### src/rtl/regfile_wb_pkg.sv
// Shared constants and types for the register-file write-back arbiter.
// Optional feature macro used by the top: WB_ARB_BYPASS_EN.
package regfile_wb_pkg;

   localparam int NUM_REGS_DEF   = 32;
   localparam int DATA_WIDTH_DEF = 64;
   localparam int ADDR_WIDTH_DEF = 5;

   localparam logic [ADDR_WIDTH_DEF-1:0] REG_ZERO = 5'd0;

   // One write-back request: destination register and the value to write.
   typedef struct packed {
      logic [ADDR_WIDTH_DEF-1:0] rd;
      logic [DATA_WIDTH_DEF-1:0] data;
   } wb_req_t;

endpackage

### src/rtl/regfile_wb_arbiter_rr_arbiter.sv
// Generic round-robin arbiter: picks the first set request at or after
// rr_ptr (wrapping), and moves rr_ptr past the winner when advance is high.
module rr_arbiter #(
   parameter  int NUM_REQ = 3,
   localparam int IDX_W   = $clog2(NUM_REQ)
) (
   input  logic               clk,
   input  logic               rst_n,
   input  logic [NUM_REQ-1:0] req,
   input  logic               advance,
   output logic [NUM_REQ-1:0] grant_onehot,
   output logic [IDX_W-1:0]   grant_idx
);

   logic [IDX_W-1:0]   rr_ptr;
   logic [NUM_REQ-1:0] hi_mask;
   logic [NUM_REQ-1:0] req_hi;
   logic [NUM_REQ-1:0] pick_src;
   logic [IDX_W-1:0]   idx_acc [NUM_REQ+1];

   // hi_mask keeps requesters at or above rr_ptr; idx_acc encodes the one-hot grant.
   assign idx_acc[0] = '0;
   for (genvar g = 0; g < NUM_REQ; g++) begin : g_bit
      assign hi_mask[g]   = (IDX_W'(g) >= rr_ptr);
      assign idx_acc[g+1] = idx_acc[g] | (grant_onehot[g] ? IDX_W'(g) : '0);
   end

   // Requests above the pointer win; otherwise the search wraps to the bottom.
   assign req_hi       = req & hi_mask;
   assign pick_src     = (|req_hi) ? req_hi : req;
   assign grant_onehot = pick_src & (~pick_src + NUM_REQ'(1));
   assign grant_idx    = idx_acc[NUM_REQ];

   // Pointer moves to the requester after the winner on every accepted transfer.
   always_ff @(posedge clk or negedge rst_n) begin
      if (!rst_n) begin
         rr_ptr <= '0;
      end else if (advance) begin
         rr_ptr <= (grant_idx == IDX_W'(NUM_REQ-1)) ? '0 : grant_idx + IDX_W'(1);
      end
   end

endmodule

### src/rtl/regfile_wb_arbiter.sv
// Write-back arbiter sharing the register file's single write port among
// NUM_REQ execution units. Round-robin grant, registered write port, writes
// to x0 are consumed but never reach the register file.
// Optional macro WB_ARB_BYPASS_EN adds a combinational read-forwarding path.
//
// Handshake: a transfer from requester i happens on a rising edge where
// req_valid[i] && req_ready[i]. A requester holds valid, rd and data stable
// until accepted. req_ready depends combinationally on req_valid; req_valid
// must never depend on req_ready.
module regfile_wb_arbiter
   import regfile_wb_pkg::*;
#(
   parameter  int NUM_REQ    = 3,
   parameter  int NUM_REGS   = NUM_REGS_DEF,
   parameter  int DATA_WIDTH = DATA_WIDTH_DEF,
   localparam int ADDR_WIDTH = $clog2(NUM_REGS),
   localparam int GRANT_W    = $clog2(NUM_REQ)
) (
   input  logic                          clk,
   input  logic                          rst_n,
   input  logic [NUM_REQ-1:0]            req_valid,
   output logic [NUM_REQ-1:0]            req_ready,
   input  logic [NUM_REQ*ADDR_WIDTH-1:0] req_rd,
   input  logic [NUM_REQ*DATA_WIDTH-1:0] req_data,
   output logic                          reg_write,
   output logic [ADDR_WIDTH-1:0]         write_register,
   output logic [DATA_WIDTH-1:0]         write_data,
`ifdef WB_ARB_BYPASS_EN
   input  logic [ADDR_WIDTH-1:0]         read_register1,
   input  logic [ADDR_WIDTH-1:0]         read_register2,
   input  logic [DATA_WIDTH-1:0]         rf_read_data1,
   input  logic [DATA_WIDTH-1:0]         rf_read_data2,
   output logic [DATA_WIDTH-1:0]         fwd_data1,
   output logic [DATA_WIDTH-1:0]         fwd_data2,
`endif
   output logic [GRANT_W-1:0]            grant_id
);

   logic [NUM_REQ-1:0]    grant_onehot;
   logic [GRANT_W-1:0]    grant_idx;
   logic                  xfer;
   logic [ADDR_WIDTH-1:0] rd_arr   [NUM_REQ];
   logic [DATA_WIDTH-1:0] data_arr [NUM_REQ];
   logic [ADDR_WIDTH-1:0] sel_rd;
   logic [DATA_WIDTH-1:0] sel_data;

   // Split the packed request buses into per-requester entries.
   for (genvar g = 0; g < NUM_REQ; g++) begin : g_unpack
      assign rd_arr[g]   = req_rd[g*ADDR_WIDTH +: ADDR_WIDTH];
      assign data_arr[g] = req_data[g*DATA_WIDTH +: DATA_WIDTH];
   end

   rr_arbiter #(
      .NUM_REQ (NUM_REQ)
   ) u_arb (
      .clk          (clk),
      .rst_n        (rst_n),
      .req          (req_valid),
      .advance      (xfer),
      .grant_onehot (grant_onehot),
      .grant_idx    (grant_idx)
   );

   // Ready is held low during reset so nothing is consumed that will be lost.
   assign req_ready = grant_onehot & {NUM_REQ{rst_n}};
   assign xfer      = |req_ready;
   assign sel_rd    = rd_arr[grant_idx];
   assign sel_data  = data_arr[grant_idx];

   // Output stage: capture the winner each transfer; enable only for non-x0 targets.
   always_ff @(posedge clk or negedge rst_n) begin
      if (!rst_n) begin
         reg_write      <= 1'b0;
         write_register <= '0;
         write_data     <= '0;
         grant_id       <= '0;
      end else if (xfer) begin
         reg_write      <= (sel_rd != ADDR_WIDTH'(REG_ZERO));
         write_register <= sel_rd;
         write_data     <= sel_data;
         grant_id       <= grant_idx;
      end else begin
         reg_write      <= 1'b0;
      end
   end

`ifdef WB_ARB_BYPASS_EN
   // Forward the in-flight write to readers of the same non-zero register.
   assign fwd_data1 = (reg_write && (write_register == read_register1) &&
                       (read_register1 != '0)) ? write_data : rf_read_data1;
   assign fwd_data2 = (reg_write && (write_register == read_register2) &&
                       (read_register2 != '0)) ? write_data : rf_read_data2;
`endif

endmodule
### config.mk
export PLATFORM = sky130hd
export DESIGN_NAME = regfile_wb_arbiter
export DESIGN_NICKNAME = d
export VERILOG_FILES = /design/src/rtl/regfile_wb_pkg.sv /design/src/rtl/regfile_wb_arbiter_rr_arbiter.sv /design/src/rtl/regfile_wb_arbiter.sv
export SDC_FILE = /design/constraint.sdc
export NUM_CORES = 1
export LEC_CHECK = 0
export ABC_AREA = 0
export CORE_AREA = 2 2 110 112
export CTS_CLUSTER_DIAMETER = 40
export DETAILED_ROUTE_END_ITERATION = 8
export DIE_AREA = 0 0 112 114
export PLACE_DENSITY = 0.78
export SLEW_MARGIN = 40
export SYNTH_ARGS = -nofsm -noshare
export SYNTH_HDL_FRONTEND = slang
export SYNTH_SLANG_ARGS = --single-unit
### constraint.sdc
create_clock -name clk -period 3.8 [get_ports clk]
set_input_delay 0.38 -clock clk [delete_from_list [all_inputs] [get_ports clk]]
set_output_delay 0.38 -clock clk [all_outputs]
set_load 0.03 [all_outputs]
; ---- Word-level counts from Yosys, hierarchy flattened
; Cells that the tools add are included.
[word_totals]
regBits = 74
latchBits = 0
mem_bits_rw = 0
romBits = 0
input_bits = 212
output_inout_bits = 75
wordCells = 32
mem_count = 0
[op_classes]
add_sub_neg = 2
mul = 0
div_mod_pow = 0
order_cmp = 4
eq_ne = 1
shift = 0
n_mux = 11
bitwise_logic = 6
reduce_logical = 3
[op_table]
columns = op, n
row1 = binary-select mux 64 bit (select 2 bit), 1
row2 = 2-to-1 mux 64 bit, 2
row3 = binary-select mux 5 bit (select 2 bit), 1
row4 = 2-to-1 mux 5 bit, 2
row5 = bitwise AND 3 bit, 3
row6 = OR reduction 3 bit, 2
row7 = nonzero test 5 bit, 1
row8 = greater-or-equal comparator 1 x 2 -> 1 bit (first input constant), 2
row9 = 2-to-1 mux 2 bit, 2
row10 = adder 3 x 1 -> 3 bit (second input constant), 1
row11 = greater-or-equal comparator 3 bit (second input constant), 1
row12 = 2-to-1 mux 3 bit, 1
row13 = inverter 2 -> 3 bit, 1
row14 = inverter 3 bit, 1
row15 = adder 2 x 1 -> 2 bit (second input constant), 1
row16 = == test 2 bit (second input constant), 1
row17 = greater-or-equal comparator 2 bit (first input constant), 1
row18 = 2-to-1 mux 1 bit, 2
row19 = OR 2 bit, 1

; ---- Longest topological paths before layout
[logic_depth]
word_depth = 15
depth_mapped = 8
ltp_nobuf = 5

; ---- Modules after synthesis
; Synthesis repeated with hierarchy kept, for this count alone.
[unflattened]
cells_unflattened = 496
area_unflattened_um2 = 4234.1
[modules_own_cells]
columns = mod, n_inst, cells_per_inst, area_each_um2, seq_area_each_um2
row1 = regfile_wb_arbiter, 1, 470, 4051.4, 1801.7
row2 = rr_arbiter, 1, 26, 182.7, 50.0

; ---- Worst setup path before layout
; No wires, ideal clock.
[synth_timing]
kind = flip-flop to output port
startpoint = register u_arb.rr_ptr[1]
endpoint = output req_ready[2]
t_arrival_ns = 1.537
required_ns = 3.420
setup_slack_ns = 1.883
path_stages_with_launch = 7
cell_sequence = dfrtp_1 -> nor3b_1 -> o31a_1 -> buf_2 -> buf_2 -> buf_6 -> and2_1
[synth_via]
elab_chain_cells = 8
[synth_lines]
columns = item, line
row1 = from (decl), regfile_wb_arbiter_rr_arbiter.sv:15  ; logic [IDX_W-1:0] rr_ptr;
row2 = from (signal assigned), regfile_wb_arbiter_rr_arbiter.sv:39  ; rr_ptr <= (grant_idx == IDX_W'(NUM_REQ-1)) ? '0 : grant_idx + IDX_W'(1);
row3 = greater-or-equal comparator 1 x 2 -> 1 bit or greater-or-equal comparator 2 bit (tied branches), regfile_wb_arbiter_rr_arbiter.sv:24  ; assign hi_mask[g] = (IDX_W'(g) >= rr_ptr);
row4 = bitwise AND 3 bit (*), regfile_wb_arbiter_rr_arbiter.sv:29  ; assign req_hi = req & hi_mask;
row5 = OR reduction 3 bit, regfile_wb_arbiter_rr_arbiter.sv:30  ; assign pick_src = (|req_hi) ? req_hi : req;
row6 = 2-to-1 mux 3 bit (*), regfile_wb_arbiter_rr_arbiter.sv:30
row7 = inverter 3 bit, regfile_wb_arbiter_rr_arbiter.sv:31  ; assign grant_onehot = pick_src & (~pick_src + NUM_REQ'(1));
row8 = adder 3 x 1 -> 3 bit, regfile_wb_arbiter_rr_arbiter.sv:31
row9 = bitwise AND 3 bit (*), regfile_wb_arbiter_rr_arbiter.sv:31
row10 = bitwise AND 3 bit (*), regfile_wb_arbiter.sv:65  ; assign req_ready = grant_onehot & {NUM_REQ{rst_n}};
row11 = to (decl), regfile_wb_arbiter.sv:22  ; output logic [NUM_REQ-1:0] req_ready,
; Every way passes the cells marked *; elsewhere a longest branch is shown, timed or not.

; ---- Worst setup path after layout
[layout_timing]
startpoint = input req_valid[1]
endpoint = output req_ready[2]
[layout_via]
elab_chain_cells = 7
[layout_lines]
columns = item, line
row1 = from (decl), regfile_wb_arbiter.sv:21  ; input logic [NUM_REQ-1:0] req_valid,
row2 = bitwise AND 3 bit, regfile_wb_arbiter_rr_arbiter.sv:29
row3 = OR reduction 3 bit, regfile_wb_arbiter_rr_arbiter.sv:30
row4 = 2-to-1 mux 3 bit (*), regfile_wb_arbiter_rr_arbiter.sv:30
row5 = inverter 3 bit, regfile_wb_arbiter_rr_arbiter.sv:31
row6 = adder 3 x 1 -> 3 bit, regfile_wb_arbiter_rr_arbiter.sv:31
row7 = bitwise AND 3 bit (*), regfile_wb_arbiter_rr_arbiter.sv:31
row8 = bitwise AND 3 bit (*), regfile_wb_arbiter.sv:65
; Marks and branches as above.

==> impl_metrics.ini <==
[run_status]
outcome = complete, no violations

[sta]
timing.fmax_ghz = 0.3491
setup_viol = 0
timing.slew.headroom = 0.5271
slew_viol_final = 0
worst_pin_slew_ps = 709.3
rsz0062_at_grt = no
final.min_clock_period_ps = 2864
finalHoldViolations = 0
skew_ps = 5.444
finalSetupTns_ps = 0
post-route-period-util = 0.7538

[clock_network]
cts_tree = built
htreeDepth = 3
path_clk_slew_ps = 60
clk_latency_ps = 330
cts-root-buf = clkbuf_16
clockBufferDepth = 2
numCtsBuffers = 9
clock-sinks = 74
postCtsHoldBufs = 0
cts_setup_buffers = 0
ctsResizeCount = 0

[yosys]
yosys.cell_types.count = 32
syn_inst = 410
async_flop_share = 1.000
syn_area_sq_um = 3744
ys_warn_count = 0
yosys.area.top_type = dfrtp_1
yosys-top-cells-area = dfrtp_1, a22o_1, o21ai_0, a21oi_1, nand2_1
yosysMostFrequentCell = dfrtp_1
syn_area_per_cell_sq_um = 9.131
synth_top_area_frac = 0.4947
yosys_most_used_dff = dfrtp_1
synth_edf_count = 0
ys_seq_area_frac = 0.4947
synth_nets = 622
netlist_top_cells_count = dfrtp_1, nand2_1, o21ai_0, a21oi_1, a22o_1
ys_ff_latch = 74

[worst_setup_path]
cp-start-kind = primary input
required_ps = 3420
arrival_ps = 2480
crit_chain = clkdlybuf4s50_1, nor3b_1, o31a_2, and2_1, clkdlybuf4s50_1
cp_common_cell = clkdlybuf4s50_1
slowest_delay_ps = 680
critPathKind = in2out
cp-end-kind = output pin
critPathSlowestCell = clkdlybuf4s50_1
critPathTopFamily = buffers and inverters
worst-path-buf-inv = 2
worstPathMaxFanout = 14

[hold_path]
min_path_type = in2async

[placed_design]
portBuffers = 286
place_congestion = 0.8640
dp.cells = 815
dp_hpwl_mm = 10.43

[power]
p_leak_nw = 2.930
peakVddDrop_v = 0.0002594
power_density_nw_per_um2 = 476.2

[die]
initial_core_util = 0.3197
dieArea_sq_um = 12770
num_io_pins = 287
core_area_sq_um = 11710
die_h_microns = 114
die_w_microns = 112
num_rows = 40

[route]
routed_wirelength_mm = 13.77
drtIter0Drc = 178
drtAntennaViolNets = 0
dr.pass1.iters = 4
via_per_inst = 5.032
drc = 0
vias = 4187
wire_per_inst_microns = 16.56

[global_route]
grt_start_max_net_pins = 74
track_usage = 0.2085
grt_pass1_wl_mm = 21.20
antenna_found_initial = 1
grt_overflow_total = 0
grt_pass1_vias = 4185

[finish]
fin_nets = 891
syn2layout_area_growth_pct = 89.34
fin_cells = 832
drive_gt1_frac = 0.04532

[run]
maxCapViolCount = 0
placed cells by master (no fill, tap or decap), drive strengths merged, types with 2 or more instances in the layout:
cell	instances
nand2b	2
nand2	68
clkbuf	12
nor2	3
bufinv	2
dfrtp	74
o21ai	68
nor2b	2
a22oi	4
o311ai	2
a21oi	63
a21o	4
a22o	62
buf	10
clkdlybuf4s50	285
and2	3
a222oi	3
routing by layer:
layer / GRT usage / wire length, microns / vias to the layer above
li1: - / - / 2063
met3: 0.05473 / 1083 / 24
met4: 0.08618 / 348 / 0
met2: 0.3733 / 6938 / 190
met1: 0.2373 / 5404 / 1910
met5: 0 / 0 / -
per-stage QoR:
stage	utilization	hold slack (ps)	power (mW)	setup WS (ps)	area [sq um]
floorplan	-	84.41	1.762	1883	3744
global placement	0.5744	394.5	2.416	1008	6726
detailed placement	0.5761	412.4	2.453	959.9	6746
CTS	0.6050	56.83	3.414	950.6	7086
global route	0.6052	89.02	3.550	861.3	7088
finish	0.6052	45.05	3.376	935.7	7088
power breakdown:
| group | leakage, nW | total [mW] | switching, mW | internal (mW) |
|---|---|---|---|---|
| sequential | 0.920 | 1.04 | 0.0886 | 0.947 |
| combinational | 1.85 | 1.40 | 0.738 | 0.657 |
| clock | 0.165 | 0.944 | 0.317 | 0.627 |
layout make-up:
class                   count  area, sq um
inverters                   1        3.754
fillers                   999         4623
repair buffers            295         2944
clock inverters             4        72.57
multi-input cells         298         1763
well taps                 147        183.9
flip-flops and latches     74         1852
diodes                      1        2.502
clock buffers              12        266.5
cells by family after synthesis:
group,after synthesis,share of synthesized area
AOI/OAI and AO/OA,216,0.3713
buffers and inverters,38,0.04278
DFF,74,0.4947
muxes,1,0.003008
and+or+nand+nor,81,0.08823
worst reg2reg max path, cell delays in order, from the launching register on:
cell and delay (ps):
dfrtp_1 430, nand2b_1 160, nand2_1 110, nor2_4 130, buf_4 580, a222oi_1 300
a41oi_1 300
state kept, by name (all words and copies together) (netlist names):
signal          count
u_arb.rr_ptr        2
write_register      5
reg_write           1
grant_id            2
write_data         64
worst paths after layout:
| kind | start | endpoint | slack (ps) | cells past startpoint |
|---|---|---|---|---|
| max in group asynchronous | rst_n | write_data[58] | 2820 | 2 |
| min in group clk | write_data[21] | write_data[21] | 480 | 2 |
| min reg2reg | write_data[21] | write_data[21] | 480 | 2 |
| min | rst_n | write_register[1] | 50 | 1 |
| max reg2reg | u_arb.rr_ptr[0] | reg_write | 1690 | 6 |
| max | req_valid[1] | req_ready[2] | 940 | 5 |
(Power assumes the default switching activity.)
